==> config.mk <==
export PLATFORM = sky130hd
export DESIGN_NAME = mod_codec_init_sequencer
export DESIGN_NICKNAME = d
export VERILOG_FILES = /design/src/rtl/pkg_codec.sv /design/src/rtl/mod_sync_2ff.sv /design/src/rtl/mod_codec_init_sequencer.sv
export SDC_FILE = /design/constraint.sdc
export NUM_CORES = 1
export LEC_CHECK = 0
export CORE_UTILIZATION = 40
export DETAILED_ROUTE_END_ITERATION = 7
export GPL_TIMING_DRIVEN = 0
export PLACE_DENSITY_LB_ADDON = 0.05
export SLEW_MARGIN = 20
export SYNTH_ARGS = -nofsm -noshare
export SYNTH_HDL_FRONTEND = slang
export SYNTH_SLANG_ARGS = --single-unit
==> constraint.sdc <==
create_clock -name i_clk -period 2.5 [get_ports i_clk]
set_clock_uncertainty 0.2 [all_clocks]
set_input_delay 0.5 -clock i_clk [delete_from_list [all_inputs] [get_ports i_clk]]
set_output_delay 0.5 -clock i_clk [all_outputs]
set_load 0.05 [all_outputs]
==> src/rtl/pkg_codec.sv <==
// rtl/pkg_codec.sv - shared types, constants and boot table for the WM8731 init sequencer
package pkg_codec;

  typedef struct packed {
    logic [6:0] register;
    logic [8:0] data;
  } codec_write_t;

  localparam logic [6:0] CODEC_I2C_ADDR = 7'b0011010;
  localparam int         N_ENTRIES      = 11;
  localparam logic [3:0] FAULT_TIMEOUT  = 4'hE;

  typedef enum logic [2:0] {
    SETTLE,
    ISSUE,
    WAIT_ACK,
    RELEASE,
    DONE,
    ERROR
  } state_t;

  // Reset first, then power-up, line-in, headphone, path, sampling and activate last.
  localparam codec_write_t CODEC_INIT_TABLE [N_ENTRIES] = '{
    '{7'd15, 9'h000},
    '{7'd6,  9'h010},
    '{7'd0,  9'h017},
    '{7'd1,  9'h017},
    '{7'd2,  9'h079},
    '{7'd3,  9'h079},
    '{7'd4,  9'h012},
    '{7'd5,  9'h000},
    '{7'd7,  9'h002},
    '{7'd8,  9'h000},
    '{7'd9,  9'h001}
  };

endpackage

==> src/rtl/mod_sync_2ff.sv <==
// rtl/mod_sync_2ff.sv - two-flop synchroniser for a bus of quasi-static levels
module mod_sync_2ff #(
  parameter int WIDTH = 1
) (
  input  logic             i_clk,
  input  logic             i_rst,
  input  logic [WIDTH-1:0] i_d,
  output logic [WIDTH-1:0] o_q
);

  logic [WIDTH-1:0] meta_q;
  logic [WIDTH-1:0] sync_q;

  always_ff @(posedge i_clk) begin
    if (i_rst) begin
      meta_q <= '0;
      sync_q <= '0;
    end else begin
      meta_q <= i_d;
      sync_q <= meta_q;
    end
  end

  assign o_q = sync_q;

endmodule

==> src/rtl/mod_codec_init_sequencer.sv <==
// rtl/mod_codec_init_sequencer.sv - walks the codec boot table over a 4-phase req/ack I2C handshake
// with per-entry retry, timeout, done/error flags and re-run on request.
module mod_codec_init_sequencer
  import pkg_codec::*;
#(
  parameter int SETTLE_CYCLES  = 50_000,
  parameter int TIMEOUT_CYCLES = 200_000,
  parameter int MAX_RETRIES    = 3
) (
  input  logic       i_clk,
  input  logic       i_rst,
  input  logic       i_start,
  output logic       o_i2c_req,
  output logic [6:0] o_i2c_addr,
  output logic [6:0] o_i2c_register,
  output logic [8:0] o_i2c_data,
  input  logic       i_i2c_ack,
  input  logic [3:0] i_i2c_fault,
  output logic       o_busy,
  output logic       o_done,
  output logic       o_error,
  output logic [3:0] o_index,
  output logic [3:0] o_fault_code
);

  localparam int CNT_MAX = (SETTLE_CYCLES > TIMEOUT_CYCLES) ? SETTLE_CYCLES : TIMEOUT_CYCLES;
  localparam int CNT_W   = $clog2(CNT_MAX + 1);
  localparam int RET_W   = $clog2(MAX_RETRIES + 2);

  logic [4:0] sync_bus;
  logic       ack_s;
  logic [3:0] fault_s;

  mod_sync_2ff #(.WIDTH(5)) u_sync (
    .i_clk (i_clk),
    .i_rst (i_rst),
    .i_d   ({i_i2c_ack, i_i2c_fault}),
    .o_q   (sync_bus)
  );

  assign ack_s   = sync_bus[4];
  assign fault_s = sync_bus[3:0];

  state_t           state_q, state_d;
  logic [CNT_W-1:0] cnt_q, cnt_d;
  logic [3:0]       index_q, index_d;
  logic [RET_W-1:0] retries_q, retries_d;
  logic [3:0]       fault_q, fault_d;
  logic [3:0]       fault_code_q, fault_code_d;
  logic             req_q, req_d;
  logic [6:0]       reg_q, reg_d;
  logic [8:0]       data_q, data_d;
  codec_write_t     entry;

  assign entry = CODEC_INIT_TABLE[index_q];

  always_comb begin
    state_d      = state_q;
    cnt_d        = cnt_q + 1'b1;
    index_d      = index_q;
    retries_d    = retries_q;
    fault_d      = fault_q;
    fault_code_d = fault_code_q;
    req_d        = req_q;
    reg_d        = reg_q;
    data_d       = data_q;

    case (state_q)
      SETTLE: begin
        if (cnt_q == CNT_W'(SETTLE_CYCLES - 1)) begin
          state_d   = ISSUE;
          index_d   = '0;
          retries_d = '0;
        end
      end
      ISSUE: begin
        reg_d   = entry.register;
        data_d  = entry.data;
        req_d   = 1'b1;
        state_d = WAIT_ACK;
      end
      WAIT_ACK: begin
        if (ack_s) begin
          fault_d = fault_s;
          req_d   = 1'b0;
          state_d = RELEASE;
        end else if (cnt_q == CNT_W'(TIMEOUT_CYCLES - 1)) begin
          fault_d = FAULT_TIMEOUT;
          req_d   = 1'b0;
          state_d = RELEASE;
        end
      end
      RELEASE: begin
        // Wait for the master to finish its side of the handshake before deciding.
        if (!ack_s) begin
          if (fault_q == 4'h0) begin
            if (index_q == 4'(N_ENTRIES - 1)) begin
              state_d = DONE;
            end else begin
              index_d   = index_q + 4'd1;
              retries_d = '0;
              state_d   = ISSUE;
            end
          end else begin
            fault_code_d = fault_q;
            if (retries_q < RET_W'(MAX_RETRIES)) begin
              retries_d = retries_q + 1'b1;
              state_d   = ISSUE;
            end else begin
              state_d = ERROR;
            end
          end
        end else if (cnt_q == CNT_W'(TIMEOUT_CYCLES - 1)) begin
          fault_code_d = FAULT_TIMEOUT;
          state_d      = ERROR;
        end
      end
      DONE, ERROR: begin
        if (i_start) begin
          fault_code_d = '0;
          index_d      = '0;
          retries_d    = '0;
          state_d      = ISSUE;
        end
      end
      default: state_d = SETTLE;
    endcase

    if (state_d != state_q) cnt_d = '0;
  end

  always_ff @(posedge i_clk) begin
    if (i_rst) begin
      state_q      <= SETTLE;
      cnt_q        <= '0;
      index_q      <= '0;
      retries_q    <= '0;
      fault_q      <= '0;
      fault_code_q <= '0;
      req_q        <= 1'b0;
      reg_q        <= '0;
      data_q       <= '0;
    end else begin
      state_q      <= state_d;
      cnt_q        <= cnt_d;
      index_q      <= index_d;
      retries_q    <= retries_d;
      fault_q      <= fault_d;
      fault_code_q <= fault_code_d;
      req_q        <= req_d;
      reg_q        <= reg_d;
      data_q       <= data_d;
    end
  end

  assign o_i2c_req      = req_q;
  assign o_i2c_addr     = CODEC_I2C_ADDR;
  assign o_i2c_register = reg_q;
  assign o_i2c_data     = data_q;
  assign o_busy         = (state_q != DONE) && (state_q != ERROR);
  assign o_done         = (state_q == DONE);
  assign o_error        = (state_q == ERROR);
  assign o_index        = index_q;
  assign o_fault_code   = fault_code_q;

endmodule

* Word-level counts from Yosys, hierarchy flattened
Memory sizes are Yosys's and may differ from the RTL's. A register that Yosys moved wholly into a read port is not among the register bits.
Index checks and enable logic that the tools add are counted.
** Word-level totals
- Memories kept :: 1
- Register bits :: 47
- ROM bits :: 256
- Input port bits :: 8
- Output and inout port bits :: 35
** Cells by class
- Equal/unequal tests :: 21
- Mux-type cells :: 31
- Add/subtract/negate cells :: 3
- Order comparisons :: 1
- Reductions and logical operators :: 14
- Bitwise logic cells :: 1
** Memories
- (name not given) :: depth 16, bits a word 16, rd ports 1, clocked after Yosys merged registers in 1, wr ports 0, RTL line mod_codec_init_sequencer.sv:55 : assign entry = CODEC_INIT_TABLE[index_q];
** Operator list (count)
- 2-to-1 mux 3 bit :: 15
- 2-to-1 mux 4 bit :: 9
- adder 18 x 1 -> 18 bit (second input constant) :: 1
- == test 18 x 16 -> 1 bit (second input constant) :: 1
- == test 18 bit (second input constant) :: 1
- != test 3 bit (second input constant) :: 5
- case mux 3 bit (5 select lines) :: 1
- case mux 4 bit (3 select lines) :: 1
- AND reduction 6 bit :: 2
- != test 2 bit (second input constant) :: 5
- case mux 3 bit (3 select lines) :: 1
- case mux 4 bit (2 select lines) :: 1
- == test 3 x 2 -> 1 bit (second input constant) :: 2
- == test 3 bit (second input constant) :: 2
- != test 3 x 2 -> 1 bit (second input constant) :: 2
- nonzero test 2 bit :: 3
- inverter 4 -> 5 bit :: 1
- adder 4 x 1 -> 4 bit (second input constant) :: 1
- == test 4 bit (second input constant) :: 1
- logical NOT 4 bit :: 1
- AND reduction 2 bit :: 2
- AND reduction 4 bit :: 1
- OR reduction 2 bit :: 2
- adder 3 x 1 -> 3 bit (second input constant) :: 1
- other kinds (8) :: 9

* Logic depth before layout (Yosys ltp)
Gate-level depths: netlist of the first run.
- Depth after elaboration :: 7
- Depth in mapped cells :: 7
- Gate-level depth less buffers :: 7

* Modules after synthesis
A second synthesis of the first run with hierarchy kept.
** Second synthesis, totals
- Cells, all modules :: 315
- Area total of the unflattened synthesis :: 2688.8 um^2
** Modules (own cells, without submodules)
- mod_codec_init_sequencer :: sequential area each 920.9 um^2, instances 1, cells each 295, area an instance 2426.1 um^2
- mod_sync_2ff :: sequential area each 200.2 um^2, instances 1, cells each 20, area an instance 262.8 um^2

* Least setup slack after synthesis of the first run
No wires, ideal clock.
- Kind :: reg2out
- From :: register state_q[2]
- To :: output port o_done
- Setup slack :: 0.164 ns
- Path buffers :: 0
- Arrival :: 1.636 ns
- Stages on the path, launching flop included :: 4
- Cells stage by stage :: dfxtp_1 nor2b_1 inv_1 nor2_1
** On the way
- Cells in the longest elaborated chain, start to end :: 1
** Ends and longest elaborated chain
- from (decl) :: RTL line mod_codec_init_sequencer.sv:44 : state_t state_q, state_d;
- from (signal assigned) :: RTL line mod_codec_init_sequencer.sv:144 : state_q <= state_d;
- == test 3 bit :: RTL line mod_codec_init_sequencer.sv:161 : assign o_done = (state_q == DONE);
- to (decl) :: RTL line mod_codec_init_sequencer.sv:20 : output logic o_done,
No other way between the ends.

* Worst setup path in the final report of the first run
- From :: register cnt_q[12]
- To :: register cnt_q[16]
** On the way
- Cells in the longest elaborated chain, start to end :: 6
- Elaborated cells between the ends (all ways) :: 11
** Ends and longest elaborated chain
- from (decl) :: RTL line mod_codec_init_sequencer.sv:45 : logic [CNT_W-1:0] cnt_q, cnt_d;
- from (signal assigned) :: RTL line mod_codec_init_sequencer.sv:145 : cnt_q <= cnt_d;
- == test 18 bit :: RTL line mod_codec_init_sequencer.sv:87, mod_codec_init_sequencer.sv:113
- 2-to-1 mux 3 bit (on tied branches) :: RTL line mod_codec_init_sequencer.sv:113, mod_codec_init_sequencer.sv:87
- 2-to-1 mux 3 bit (on tied branches) :: RTL line mod_codec_init_sequencer.sv:95, mod_codec_init_sequencer.sv:83
- case mux 3 bit (5 select lines) :: RTL line mod_codec_init_sequencer.sv:68 : case (state_q)
- != test 3 bit :: RTL line mod_codec_init_sequencer.sv:129 : if (state_d != state_q) cnt_d = '0;
- OR reduction 2 bit (no line)
Several ways; a longest one is shown, not always the timed one.
A chain may end at the register's enable or synchronous reset.

==> out/results.ini, run 1 <==
[status]
outcome = finished with violations
violations = design-rule violations

[logic_synthesis]
synth_flop_cell = dfxtp_1
synth_common_cells = dfxtp_1 (56), nand2_1 (26), nor2_1 (25)
synth_area_leader_cell = dfxtp_1
yosys.cell_count.top_type = dfxtp_1
synth_area_per_cell_um2 = 9.07
synth_cells = 298
ys_seq_elements = 56
ys_warn_count = 0
synth_area_leaders = dfxtp_1 (41%), ha_1 (4.2%), buf_4 (3.9%), nand2_1 (3.6%), nor2_1 (3.5%)
yosysSeqAreaShare_pct = 41.5
async_flop_share_pct = 0
netlist_area_um2 = 2700
ys_types = 54
synth_edf_count = 0
yosysTopAreaCellShare_pct = 41.5

[route]
wire_per_inst_um = 12.8
vias_per_cell = 5.03
ant_nets = 0
vias = 2149
drc_errors = 8
wirelength_um = 5470
drt-initial-drc-count = 117
first_pass_iters = 6

[timing]
fmax_ghz = 0.411
final-hold-violation-count = 0
slew_violations = 0
slew_headroom_pct = 48.2
finalCritPeriodShare_pct = 97.3
finalCriticalPeriod_ns = 2.43
worst_pin_slew_ns = 0.776
final-setup-viol-count = 0
fin_ws_ns = 0.0667
whs_ns = 0.222

[global_routing]
overflow = 0
antenna_found_initial = 0
grt_max_degree = 19
grt_pass1_wl_um = 9250
grtUsageTotal_pct = 16.4
grt_pass1_vias = 1971

[cts]
clk_latency_ns = 0.31
htreeDepth = 2
cts.sinks = 56
clockBufferDepth = 2
clk_pin_slew_ns = 0.10
cts_root_buffer = clkbuf_8
cts_tree = yes
cts_made_buffers = 5

[placement]
dp_hpwl_um = 4030
io_buffer_count = 30
place_area_um2 = 3140
gp_congestion = 0.825
post-place-ws_ns = -0.110
dpl.cell_count = 415

[setup_path]
crit_fanout = 5
cp_data_required_time_ns = 2.51
crit_type = reg2reg
cp_slowest_cell = or4b_4
startpoint_type = flip-flop
crit_arrival_ns = 2.45
critPathCaptureType = flip-flop
cp_num_buf_inv = 1
crit_chain = or4b_4, or2_4, o311a_4, a22oi_4, clkbuf_16, nor2_2
path_delay_family = simple AND/OR/NAND/NOR gates
critPathMaxStageDelay_ns = 0.56

[die]
coreArea_um2 = 6420
start_util_pct = 42.1
dieArea_um2 = 7090
die_w_um = 84.2
die_h_um = 84.2
fp-row-count = 29
io_pins = 43

[finish]
drive_above_1_share_pct = 17.4
postLayoutCoreUtil_pct = 51.5
antenna_cells = 0
layout.cells.non_filler = 427
design_area_um2 = 3310
area_growth_pct = 22.3
fin_nets = 366

[power_and_ir_drop]
irDropWorstVdd_v = 0.000321
clkPwrFrac_pct = 33.1
p_int_uw = 1150
leakage_uw = 0.00127
p_per_area_nw_per_um2 = 466
swShare_pct = 25.3
seq_power_share_pct = 59.0
p_switching_uw = 390
comb_power_share_pct = 7.9

[run]
drv_cap = 0

[worst_hold_path]
hold_path.class = reg2reg

-- kinds of logic after synthesis --
family | count (synthesis) | synth area share [%]
other | 2 | 0.278
multiplexers | 9 | 3.38
buffers and inverters | 32 | 7.13
AND/OR/NAND/NOR | 123 | 24.1
AO/OA/AOI/OAI | 51 | 14.3
flip-flops | 56 | 41.5
adder cells (fa/ha/maj) | 9 | 4.17
XOR/XNOR | 16 | 5.19
-- cells in the final DEF, fill, tap and decap left out, drive strengths merged, types with 4 or more instances in the layout --
master | Yosys | final
dfxtp | 56 | 56
nor2 | 35 | 35
clkdlybuf4s50 | 1 | 28
nand2 | 26 | 26
buf | 15 | 19
nand3 | 14 | 14
clkbuf | 8 | 13
conb | 2 | 12
nor2b | 12 | 12
o21ai | 11 | 11
xor2 | 10 | 10
a21oi | 10 | 10
ha | 9 | 9
mux2i | 8 | 8
inv | 7 | 8
xnor2 | 6 | 6
a22o | 6 | 6
nor3 | 5 | 5
nor4 | 5 | 5
nand2b | 4 | 4
nand4 | 4 | 4
a211oi | 4 | 4
-- final timing paths --
check,from,to,slack (ns),cells after the start
worst min-delay path,cnt_q[0],cnt_q[0],0.22,1
worst max register to register,cnt_q[12],cnt_q[16],0.07,6
worst min register to register,cnt_q[0],cnt_q[0],0.22,1
worst max-delay path,cnt_q[12],cnt_q[16],0.07,6
-- power by group through the flow --
stage | sequential (µW) | clock, µW | combinational, µW
after global placement | 928 | 0 | 112
final | 908 | 510 | 121
after global routing | 910 | 567 | 132
after floorplan | 928 | 0 | 89.1
after detailed placement | 929 | 0 | 113
after CTS | 908 | 535 | 117
-- state kept, by name, summed over array words and instances (netlist names) --
signal          cells
cnt_q              18
o_i2c_data          5
u_sync.meta_q       5
u_sync.o_q          5
fault_q             4
o_fault_code        4
o_i2c_register      4
o_index             4
retries_q           3
state_q             3
o_i2c_req           1
-- repair_timing --
| item | in CTS | in global routing |
|---|---|---|
| pin swaps | 1 | 1 |
| hold buffers | 0 | 0 |
| endpoints found under the setup margin | 14 | 25 |
| buffers inserted | 3 | 0 |
| gates cloned | 0 | 1 |
| resized for setup | 8 | 7 |
-- layer usage --
| metal | up-vias | share of wire (%) | GRT usage [%] |
|---|---|---|---|
| li1 | 1112 | - | - |
| met1 | 990 | 48 | 20.8 |
| met2 | 43 | 48 | 28.2 |
| met3 | 4 | 3.2 | 2.95 |
| met4 | 0 | 0.99 | 5.02 |
| met5 | - | 0 | 0 |
-- per-stage QoR --
| stage | total power (µW) | TNS, ns |
|---|---|---|
| 2_1_floorplan | 1020 | 0 |
| 3_3_place_gp | 1040 | -1.02 |
| 3_5_place_dp | 1040 | -1.07 |
| 4_1_cts | 1560 | 0 |
| 5_1_grt | 1610 | -0.0165 |
| 6_report | 1540 | 0 |
-- layout make-up --
| class | instances | area [µm²] |
|---|---|---|
| fillers | 632 | 3120 |
| multi-input cells | 220 | 1450 |
| flip-flops and latches | 56 | 1120 |
| repair buffers | 34 | 349 |
| plain buffers | 24 | 163 |
| well taps | 77 | 96.3 |
| clock buffers | 5 | 68.8 |
| inverters | 8 | 30.0 |
| clock inverters | 3 | 22.5 |
Power figures use the tool's default switching activity.
==> run 2: changes to the inputs <==
Settings changed: CAP_MARGIN from default to 0, CORE_UTILIZATION 40 to 48.
==> run 2 against run 1 <==
Power up 5.9%. Critical endpoint is now o_index[0]. Worst setup slack gained 0.013 ns. Via count is essentially flat. Die area decreased by 16%. Largest cell class unchanged. Hold slack gained 0.022 ns. The run now ends clean. Highest routed layer unchanged. Clock power increased by 19%. Non-clock buffer count fell by 2. Cell count down 2.1%. Maximum frequency up 0.55%.
==> out/results.ini, run 2 (synthesis results as in run 1) <==
[status]
outcome = finished clean  ; was finished with violations

[power_and_ir_drop]
p_switching_uw = 386  ; was 390 µW
swShare_pct = 23.6  ; was 25.3%
p_int_uw = 1250  ; was 1150 µW
clkPwrFrac_pct = 37.3  ; was 33.1%
leakage_uw = 0.00125  ; was 0.00127 µW
seq_power_share_pct = 55.7  ; was 59.0%
comb_power_share_pct = 7.0  ; was 7.9%
p_per_area_nw_per_um2 = 499  ; was 466 nW/µm²
power_uw = 1630  ; was 1540 µW
irDropWorstVdd_v = 0.000368  ; was 0.000321 V

[setup_path]
startpoint_type = flip-flop  ; unchanged
crit_fanout = 9  ; was 5
crit_chain = clkdlybuf4s50_1  ; was or4b_4, or2_4, o311a_4, a22oi_4, clkbuf_16, nor2_2
cp_data_required_time_ns = 1.80  ; was 2.51 ns
crit_type = reg2out  ; was reg2reg
critPathCaptureType = primary output  ; was flip-flop
cp_num_buf_inv = 1  ; unchanged
crit_arrival_ns = 1.72  ; was 2.45 ns
path_delay_family = buffers and inverters  ; was simple AND/OR/NAND/NOR gates
cp_slowest_cell = clkdlybuf4s50_1  ; was or4b_4
r2r_slack_ns = 0.12  ; was 0.07 ns
critPathMaxStageDelay_ns = 0.87  ; was 0.56 ns

[global_routing]
overflow = 0  ; unchanged
grtUsageTotal_pct = 18.7  ; was 16.4%
grt_pass1_wl_um = 9020  ; was 9250 µm
met2_usage_pct = 31.9  ; was 28.2%
grt_use_met3_pct = 3.21  ; was 2.95%
grtUsageMet1_pct = 24.1  ; was 20.8%
antenna_found_initial = 0  ; unchanged
busiest_layer = met2  ; unchanged
grt_pass1_vias = 2007  ; was 1971
grt_max_degree = 19  ; unchanged

[die]
die_w_um = 77.0  ; was 84.2 µm
coreArea_um2 = 5270  ; was 6420 µm²
start_util_pct = 51.3  ; was 42.1%
io_pins = 43  ; unchanged
die_h_um = 77.0  ; was 84.2 µm
fp-row-count = 26  ; was 29
dieArea_um2 = 5930  ; was 7090 µm²

[route]
vias = 2147  ; was 2149
vias_per_cell = 5.14  ; was 5.03
first_pass_iters = 4  ; was 6
ant_nets = 0  ; unchanged
wirelength_um = 5130  ; was 5470 µm
wire_per_inst_um = 12.3  ; was 12.8 µm
drc_errors = 0  ; was 8
drt-initial-drc-count = 84  ; was 117

[timing]
fin_ws_ns = 0.0799  ; was 0.0667 ns
rsz0062_at_grt = false
finalCritPeriodShare_pct = 96.8  ; was 97.3%
slew_violations = 0  ; unchanged
finalCriticalPeriod_ns = 2.42  ; was 2.43 ns
final-setup-viol-count = 0  ; unchanged
worst_pin_slew_ns = 0.981  ; was 0.776 ns
final-hold-violation-count = 0  ; unchanged
tns_ns = 0  ; unchanged
fmax_ghz = 0.413  ; was 0.411 GHz
slew_headroom_pct = 34.0  ; was 48.2%

[finish]
final_cell_mix = dfxtp_1 (56), clkdlybuf4s50_1 (27), nand2_1 (26)  ; was dfxtp_1 (55), clkdlybuf4s50_1 (27), nand2_1 (26)
fillCellCount = 490  ; was 632
fin_nets = 364  ; was 366
regArea_um2 = 1120  ; about the same
max_flop_register = cnt_q  ; unchanged
largest_reg_flops = 18  ; unchanged
layout_commonest_cell = dfxtp_1  ; unchanged
drive_above_1_share_pct = 16.1  ; was 17.4%
multi_input_area_um2 = 1440  ; was 1450 µm²
antenna_cells = 0  ; unchanged
layout.cells.non_filler = 418  ; was 427
area_growth_pct = 21.1  ; was 22.3%
postLayoutCoreUtil_pct = 62.1  ; was 51.5%

[worst_hold_path]
hold_path.class = reg2reg  ; unchanged

[cts]
cts_tree = yes  ; unchanged
htreeDepth = 2  ; unchanged
cts.sinks = 56  ; unchanged
cts_hold_buffers = 0  ; unchanged
cts_made_buffers = 5  ; unchanged
clk_pin_slew_ns = 0.10  ; about the same
clockBufferDepth = 2  ; unchanged
cts_root_buffer = clkbuf_8  ; unchanged
clk_latency_ns = 0.31  ; about the same

[placement]
io_buffer_count = 30  ; unchanged
dpl.cell_count = 408  ; was 415
post-place-ws_ns = -0.0775  ; was -0.110 ns
gp_congestion = 0.818  ; was 0.825
dp_hpwl_um = 3760  ; was 4030 µm

[run]
drv_cap = 0  ; unchanged

[run 2: cell types whose count changed in the layout (fill, tap and decap cells not counted), sizes merged]
| cell | delta |
|---|---|
| clkinv | -2 |
| clkinvlp | +1 |
| bufinv | +1 |
| buf | -2 |
[run 2: cell type report]
type                            instances  area share [%]
Clock inverter                          3            1.41
Buffer                                 24            4.97
Sequential cell                        56            34.3
Timing Repair Buffer                   32            9.67
Tap cell                               70            2.68
Clock buffer                            5            2.10
Multi-Input combinational cell        220            44.0
Inverter                                8           0.918
[run 2: power groups by stage]
stage	registers, µW	logic [µW]	clock network (µW)
3_3_place_gp	928	111	0
6_report	908	115	608
2_1_floorplan	928	89.1	0
3_5_place_dp	929	112	0
4_1_cts	908	114	623
5_1_grt	910	124	659
[run 2: worst paths after layout]
check,startpoint,endpoint,depth (start not counted)
worst min-delay path,u_sync.o_q[0],fault_q[0],2
worst min register to register,u_sync.o_q[0],fault_q[0],2
worst max register to register,fault_q[3],o_index[2],5
worst max-delay path,o_index[0],o_index[0],1
[run 2: what timing repair did]
action                                  in CTS  in global routing
setup buffers                                2                  0
hold endpoints to repair                     0                  0
endpoints found under the setup margin      13                 21
pin swaps                                    1                  0
resized for setup                            7                  3
[run 2: tightest hold or removal path, delay by kind of cell (launching register included)]
family | cells | cell delay, ns
flops | 1 | 0.31
compound gates | 1 | 0.05
simple gates | 1 | 0.04
[run 2: layer usage]
layer | up-vias | routed length [µm]
met5 | - | 0
met4 | 0 | 68
met3 | 7 | 172
met2 | 42 | 2330
met1 | 989 | 2560
li1 | 1109 | -
[run 2: per-stage QoR]
stage	cell area, µm²	hold WS, ns
global route	3270	0.269
floorplan	2740	0.214
global placement	3130	0.216
detailed placement	3130	0.222
finish	3270	0.244
CTS	3260	0.247
